===== src/rtl/serial_adder_ctrl.sv =====
// Bit-serial WIDTH-bit adder controller: one full-adder cell plus carry flop, start/busy/done handshake.
// Optional two's-complement overflow output Ovf is built when SERIAL_ADD_OVF_EN is defined.
module serial_adder_ctrl #(
    parameter int WIDTH = 8
) (
    input  logic             clk,
    input  logic             reset,
    input  logic             start,
    input  logic [WIDTH-1:0] a,
    input  logic [WIDTH-1:0] b,
    input  logic             CarryIn,
    output logic             busy,
    output logic             done,
    output logic [WIDTH-1:0] sum,
    output logic             Cout
`ifdef SERIAL_ADD_OVF_EN
    ,
    output logic             Ovf
`endif
);

    localparam int CW = (WIDTH > 2) ? $clog2(WIDTH) : 1;
    localparam logic [CW-1:0] CNT_LAST = CW'(WIDTH - 1);
    localparam logic [CW-1:0] CNT_ONE  = CW'(1);

    typedef enum logic [1:0] {
        ST_IDLE = 2'd0,
        ST_ADD  = 2'd1,
        ST_DONE = 2'd2
    } state_e;

    function automatic logic majority(input logic x, input logic y, input logic z);
        return (x & y) | (x & z) | (y & z);
    endfunction

    state_e           state_q, state_d;
    logic [WIDTH-1:0] a_sr_q, a_sr_d;
    logic [WIDTH-1:0] b_sr_q, b_sr_d;
    logic [WIDTH-1:0] sum_sr_q, sum_sr_d;
    logic [WIDTH-1:0] sum_q, sum_d;
    logic [CW-1:0]    cnt_q, cnt_d;
    logic             carry_q, carry_d;
    logic             cout_q, cout_d;
    logic             busy_q, busy_d;
    logic             done_q, done_d;
    logic             bit_s;
    logic             carry_nxt_s;
    logic [WIDTH-1:0] sum_shift_s;
`ifdef SERIAL_ADD_OVF_EN
    logic             ovf_q, ovf_d;
`endif

    // Full-adder cell and the collected-sum shift with the new bit entering at the MSB.
    always_comb begin
        bit_s       = a_sr_q[0] ^ b_sr_q[0] ^ carry_q;
        carry_nxt_s = majority(a_sr_q[0], b_sr_q[0], carry_q);
        sum_shift_s = {bit_s, {(WIDTH-1){1'b0}}} | (sum_sr_q >> 1);
    end

    // Next-state, datapath and registered-output computation.
    always_comb begin
        state_d  = state_q;
        a_sr_d   = a_sr_q;
        b_sr_d   = b_sr_q;
        sum_sr_d = sum_sr_q;
        sum_d    = sum_q;
        cnt_d    = cnt_q;
        carry_d  = carry_q;
        cout_d   = cout_q;
        busy_d   = 1'b0;
        done_d   = 1'b0;
`ifdef SERIAL_ADD_OVF_EN
        ovf_d    = ovf_q;
`endif
        case (state_q)
            ST_IDLE, ST_DONE: begin
                // A start in DONE is accepted back-to-back; sum/Cout stay held until the next done.
                if (start) begin
                    a_sr_d   = a;
                    b_sr_d   = b;
                    carry_d  = CarryIn;
                    sum_sr_d = {WIDTH{1'b0}};
                    cnt_d    = {CW{1'b0}};
                    busy_d   = 1'b1;
                    state_d  = ST_ADD;
                end else begin
                    state_d  = ST_IDLE;
                end
            end
            ST_ADD: begin
                a_sr_d   = {1'b0, a_sr_q[WIDTH-1:1]};
                b_sr_d   = {1'b0, b_sr_q[WIDTH-1:1]};
                carry_d  = carry_nxt_s;
                sum_sr_d = sum_shift_s;
                if (cnt_q == CNT_LAST) begin
                    sum_d   = sum_shift_s;
                    cout_d  = carry_nxt_s;
`ifdef SERIAL_ADD_OVF_EN
                    ovf_d   = carry_q ^ carry_nxt_s;
`endif
                    done_d  = 1'b1;
                    state_d = ST_DONE;
                end else begin
                    cnt_d   = cnt_q + CNT_ONE;
                    busy_d  = 1'b1;
                    state_d = ST_ADD;
                end
            end
            default: begin
                state_d = ST_IDLE;
            end
        endcase
    end

    // State and output registers with synchronous reset.
    always_ff @(posedge clk) begin
        if (reset) begin
            state_q  <= ST_IDLE;
            a_sr_q   <= {WIDTH{1'b0}};
            b_sr_q   <= {WIDTH{1'b0}};
            sum_sr_q <= {WIDTH{1'b0}};
            sum_q    <= {WIDTH{1'b0}};
            cnt_q    <= {CW{1'b0}};
            carry_q  <= 1'b0;
            cout_q   <= 1'b0;
            busy_q   <= 1'b0;
            done_q   <= 1'b0;
`ifdef SERIAL_ADD_OVF_EN
            ovf_q    <= 1'b0;
`endif
        end else begin
            state_q  <= state_d;
            a_sr_q   <= a_sr_d;
            b_sr_q   <= b_sr_d;
            sum_sr_q <= sum_sr_d;
            sum_q    <= sum_d;
            cnt_q    <= cnt_d;
            carry_q  <= carry_d;
            cout_q   <= cout_d;
            busy_q   <= busy_d;
            done_q   <= done_d;
`ifdef SERIAL_ADD_OVF_EN
            ovf_q    <= ovf_d;
`endif
        end
    end

    assign busy = busy_q;
    assign done = done_q;
    assign sum  = sum_q;
    assign Cout = cout_q;
`ifdef SERIAL_ADD_OVF_EN
    assign Ovf  = ovf_q;
`endif

endmodule


===== config.mk =====
export PLATFORM = sky130hd
export DESIGN_NAME = serial_adder_ctrl
export DESIGN_NICKNAME = d
export VERILOG_FILES = /design/src/rtl/serial_adder_ctrl.sv
export SDC_FILE = /design/constraint.sdc
export NUM_CORES = 1
export LEC_CHECK = 0
export ABC_AREA = 1
export CAP_MARGIN = 20
export CORE_AREA = 2 2 88 73
export DETAILED_ROUTE_END_ITERATION = 10
export DIE_AREA = 0 0 90 75
export SYNTH_ARGS = -nofsm -noshare
export SYNTH_HDL_FRONTEND = slang
export SYNTH_SLANG_ARGS = --single-unit

===== constraint.sdc =====
create_clock -name clk -period 1.56 [get_ports clk]
set_input_delay 0.312 -clock clk [delete_from_list [all_inputs] [get_ports clk]]
set_output_delay 0.312 -clock clk [all_outputs]
set_load 0.02 [all_outputs]

==> summary.txt <==
Worst setup path
  • Critical Path, Cell by Cell: clkdlybuf4s50_1
  • R2R Setup Slk: 0.23 ns
  • Type of the worst setup path: reg2out
  • Max incr delay on CP: 0.59 ns
  • Worst R2R Path Depth: 8
  • Reg-to-Reg End: sum[7]$_SDFFE_PP0P_
  • CP arrival: 1.19 ns
  • Buf/Inv on CP: 1
  • CP Capture Type: output pin
  • Cell family with most CP delay: buffers and inverters
  • Critical Path Start Type: flip-flop
  • Worst r2r src: cnt_q[0]$_SDFFE_PP0P_
  • Crit-path slowest cell: clkdlybuf4s50_1
  • Crit-path max FO: 1
  • Crit path required time: 1.25 ns

Detailed routing
  • Via density: 4.39
  • # DRC: 0
  • DRT antenna net count: 0
  • Initial drt markers: 82
  • Wire length per cell: 11.2 um
  • DR pass1 iterations: 4
  • Via count: 1506
  • Routed WL: 3840 um

Synth
  • Post-Syn Area: 0.00172 mm2
  • Mux share of post-synthesis cell area: 0%
  • Largest cells by area after synthesis: dfxtp_1 45%, nand2_1 10%, nand3_1 9.6%, nor3_2 5.8%, nor3_1 5.2%
  • Yosys top cell by area: dfxtp_1
  • Post-synthesis sequential area ratio: 45.3%
  • Area share of fa/ha/maj cells after synthesis: 2.61%
  • Syn nets: 250
  • YS warnings: 0
  • Mapped Cells: 227
  • Largest family of logic cells by synthesized area: simple AND/OR/NAND/NOR gates
  • Synth unique cells: 22
  • Syn Area/Cell: 7.60 um2
  • Compound-cell area share of the yosys netlist: 4.35%
  • Post-Synth XOR/XNOR Area: 0%
  • Area share of and/or/nand/nor cells after synthesis: 37.9%
  • #FFs+latches synth: 39
  • Synth top area share: 45.3%

CTS
  • Hold_buf cts: 0
  • H-tree levels: 2
  • TritonCTS Buffers: 5
  • Clock root buffer: clkbuf_8
  • Clock Path Buffers: 2
  • Clock sinks: 39
  • Worst skew pair latency: 0.29 ns
  • Worst-path clk slew: 0.07 ns
  • CTS tree: built

Timing
  • # setup viols final: 0
  • Relative slew slack: 70.3%
  • Unrepaired setup endpoints after global routing: false
  • Setup tns final: 0 ns
  • Final hold viol count: 0
  • Worst Tran Pin Value: 0.445 ns
  • Max Fclk: 664 MHz
  • Final Max Tran Viols: 0
  • Fin crit period: 1.51 ns
  • Fin crit share: 96.5%
  • Clk_skew: 0.00744 ns

Floorplanning
  • Die H: 75 um
  • Die ar.: 0.00675 mm2
  • Core area: 0.00582 mm2
  • Std cell rows: 25
  • # IOs: 31
  • Initial core utilization: 29.6%
  • Die width: 90 um

Pwr
  • Power Density: 941 mW/mm2
  • Pleak: 1.09 nW
  • Power Total: 0.00210 W
  • Peak supply drop: 0.366 mV

Final layout
  • P&R area growth vs syn: 29.2%
  • Number of diodes: 0
  • Final #Nets: 285
  • Layout cells sized above 1: 13.7%

Hold path
  • Hold endpoint: sum[6]$_SDFFE_PP0P_
  • Hold/Removal Path Class: reg2reg
  • Min-Delay Path Depth: 2
  • HP Start: sum[6]$_SDFFE_PP0P_

Global routing
  • Vias in the first global route: 1397
  • Largest net degree at the start of global routing: 29
  • GRT overflow: 0
  • First-pass GRT wire length: 6330 um
  • Total track usage: 11.9%
  • Initial antenna violation count: 0

Status
  • Run status: completed

Run
  • Maxcap violations: 0

Placement
  • PortBufs: 30
  • RePlAce Congestion: 0.723
  • DP HPWL: 2650 um
[synth_stat cells, drive strengths merged]
cell type / count
nand3: 34
buf: 10
a21oi: 13
clkinv: 2
inv: 23
o21ai: 2
nand2: 50
clkbuf: 1
nor2: 22
ha: 2
dfxtp: 39
nor3: 28
fa: 1
[worst reg2reg max path: stages, from the launching register on]
cell and delay, ns:
dfxtp_1 0.32, ha_1 0.19, ha_1 0.19, inv_1 0.09
nor2_2 0.06, nand2_1 0.11, clkinv_2 0.13, nand2_1 0.09
nand2_1 0.05
[cell families after synthesis]
| logic type | Yosys count |
|---|---|
| buf+inv | 36 |
| flops | 39 |
| simple gates | 134 |
| fa+ha+maj | 3 |
| compound gates | 15 |
[power by group]
group | switching [W] | total [W] | leakage, nW | internal [W]
combinational | 0.000177 | 0.000321 | 0.724 | 0.000144
clock | 0.000351 | 0.000698 | 0.0470 | 0.000347
sequential | 0.0000292 | 0.00108 | 0.319 | 0.00105
total | 0.000557 | 0.00210 | 1.09 | 0.00154
[metal layers]
layer	vias to the layer above	wire length [um]	global-route usage [%]
met3	5	201	4.00
met2	27	1660	18.8
met4	0	48	4.62
met1	681	1930	15.3
li1	793	-	-
met5	-	0	0
[flip-flops by register name, indices dropped and copies added (netlist names)]
signal    flops
done          1
state_q       2
cnt_q         3
a_sr_q        8
carry_q       1
Cout          1
b_sr_q        8
sum_sr_q      7
sum           8
[how the worst max path moves through the flow]
stage | from | to | slack [ns] | cells past startpoint
2_1_floorplan | cnt_q[0]$_SDFFE_PP0P_ | sum[7]$_SDFFE_PP0P_ | 0.36 | 8
3_3_place_gp | start | b_sr_q[4]$_SDFFE_PP0P_ | 0.01 | 4
3_5_place_dp | start | b_sr_q[2]$_SDFFE_PP0P_ | -0.02 | 4
4_1_cts | Cout$_SDFFE_PP0P_ | Cout | 0.01 | 1
5_1_grt | done$_SDFF_PP0_ | done | 0.02 | 1
6_report | done$_SDFF_PP0_ | done | 0.05 | 1
[area by class of cell]
class / instances / area, um2
clock buffers: 6 / 82.6
inverters: 25 / 95.1
flip-flops and latches: 39 / 781
well taps: 81 / 101
clock inverters: 1 / 5.00
fillers: 632 / 3590
repair buffers: 39 / 389
multi-input cells: 152 / 773
[per-stage QoR]
stage / hold WS [ns] / instances / setup WS, ns / utilization (%) / area [um2]
3_5_place_dp: 0.459 / 336 / -0.0222 / 36.4 / 2120
3_3_place_gp: 0.460 / 336 / 0.0149 / 36.4 / 2120
5_1_grt: 0.483 / 343 / 0.0160 / 38.3 / 2230
2_1_floorplan: 0.381 / 227 / 0.359 / - / 1720
6_report: 0.468 / 343 / 0.0542 / 38.3 / 2230
4_1_cts: 0.471 / 343 / 0.00953 / 37.9 / 2200
[cells in the final DEF, fill, tap and decap left out]
| cell type | netlist | final |
|---|---|---|
| o21ai_0 | 2 | 2 |
| nor3_1 | 18 | 18 |
| clkinv_1 | 1 | 1 |
| fa_1 | 1 | 1 |
| nand2_4 | 1 | 1 |
| dlymetal6s2s_1 | 0 | 9 |
| clkinv_2 | 1 | 2 |
| nor2_1 | 20 | 20 |
| dlygate4sd2_1 | 0 | 1 |
| inv_1 | 20 | 20 |
| buf_4 | 1 | 9 |
| nand3_2 | 1 | 1 |
| dfxtp_1 | 39 | 39 |
| nand3_1 | 33 | 33 |
| nor3_2 | 10 | 10 |
| nor2_2 | 2 | 2 |
| nand2_2 | 2 | 2 |
| ha_1 | 2 | 2 |
| a21oi_1 | 13 | 13 |
| inv_2 | 3 | 3 |
| nand2_1 | 47 | 47 |
| clkdlybuf4s50_1 | 0 | 20 |
| clkbuf_8 | 0 | 6 |
[what timing repair did]
action / CTS / global route
setup endpoints to repair: 1 / 9
resized for setup: 1 / 9
buffers inserted: 0 / 0
endpoints found under the hold margin: 0 / 0
No activity file was read; power rests on OpenSTA's default activity.
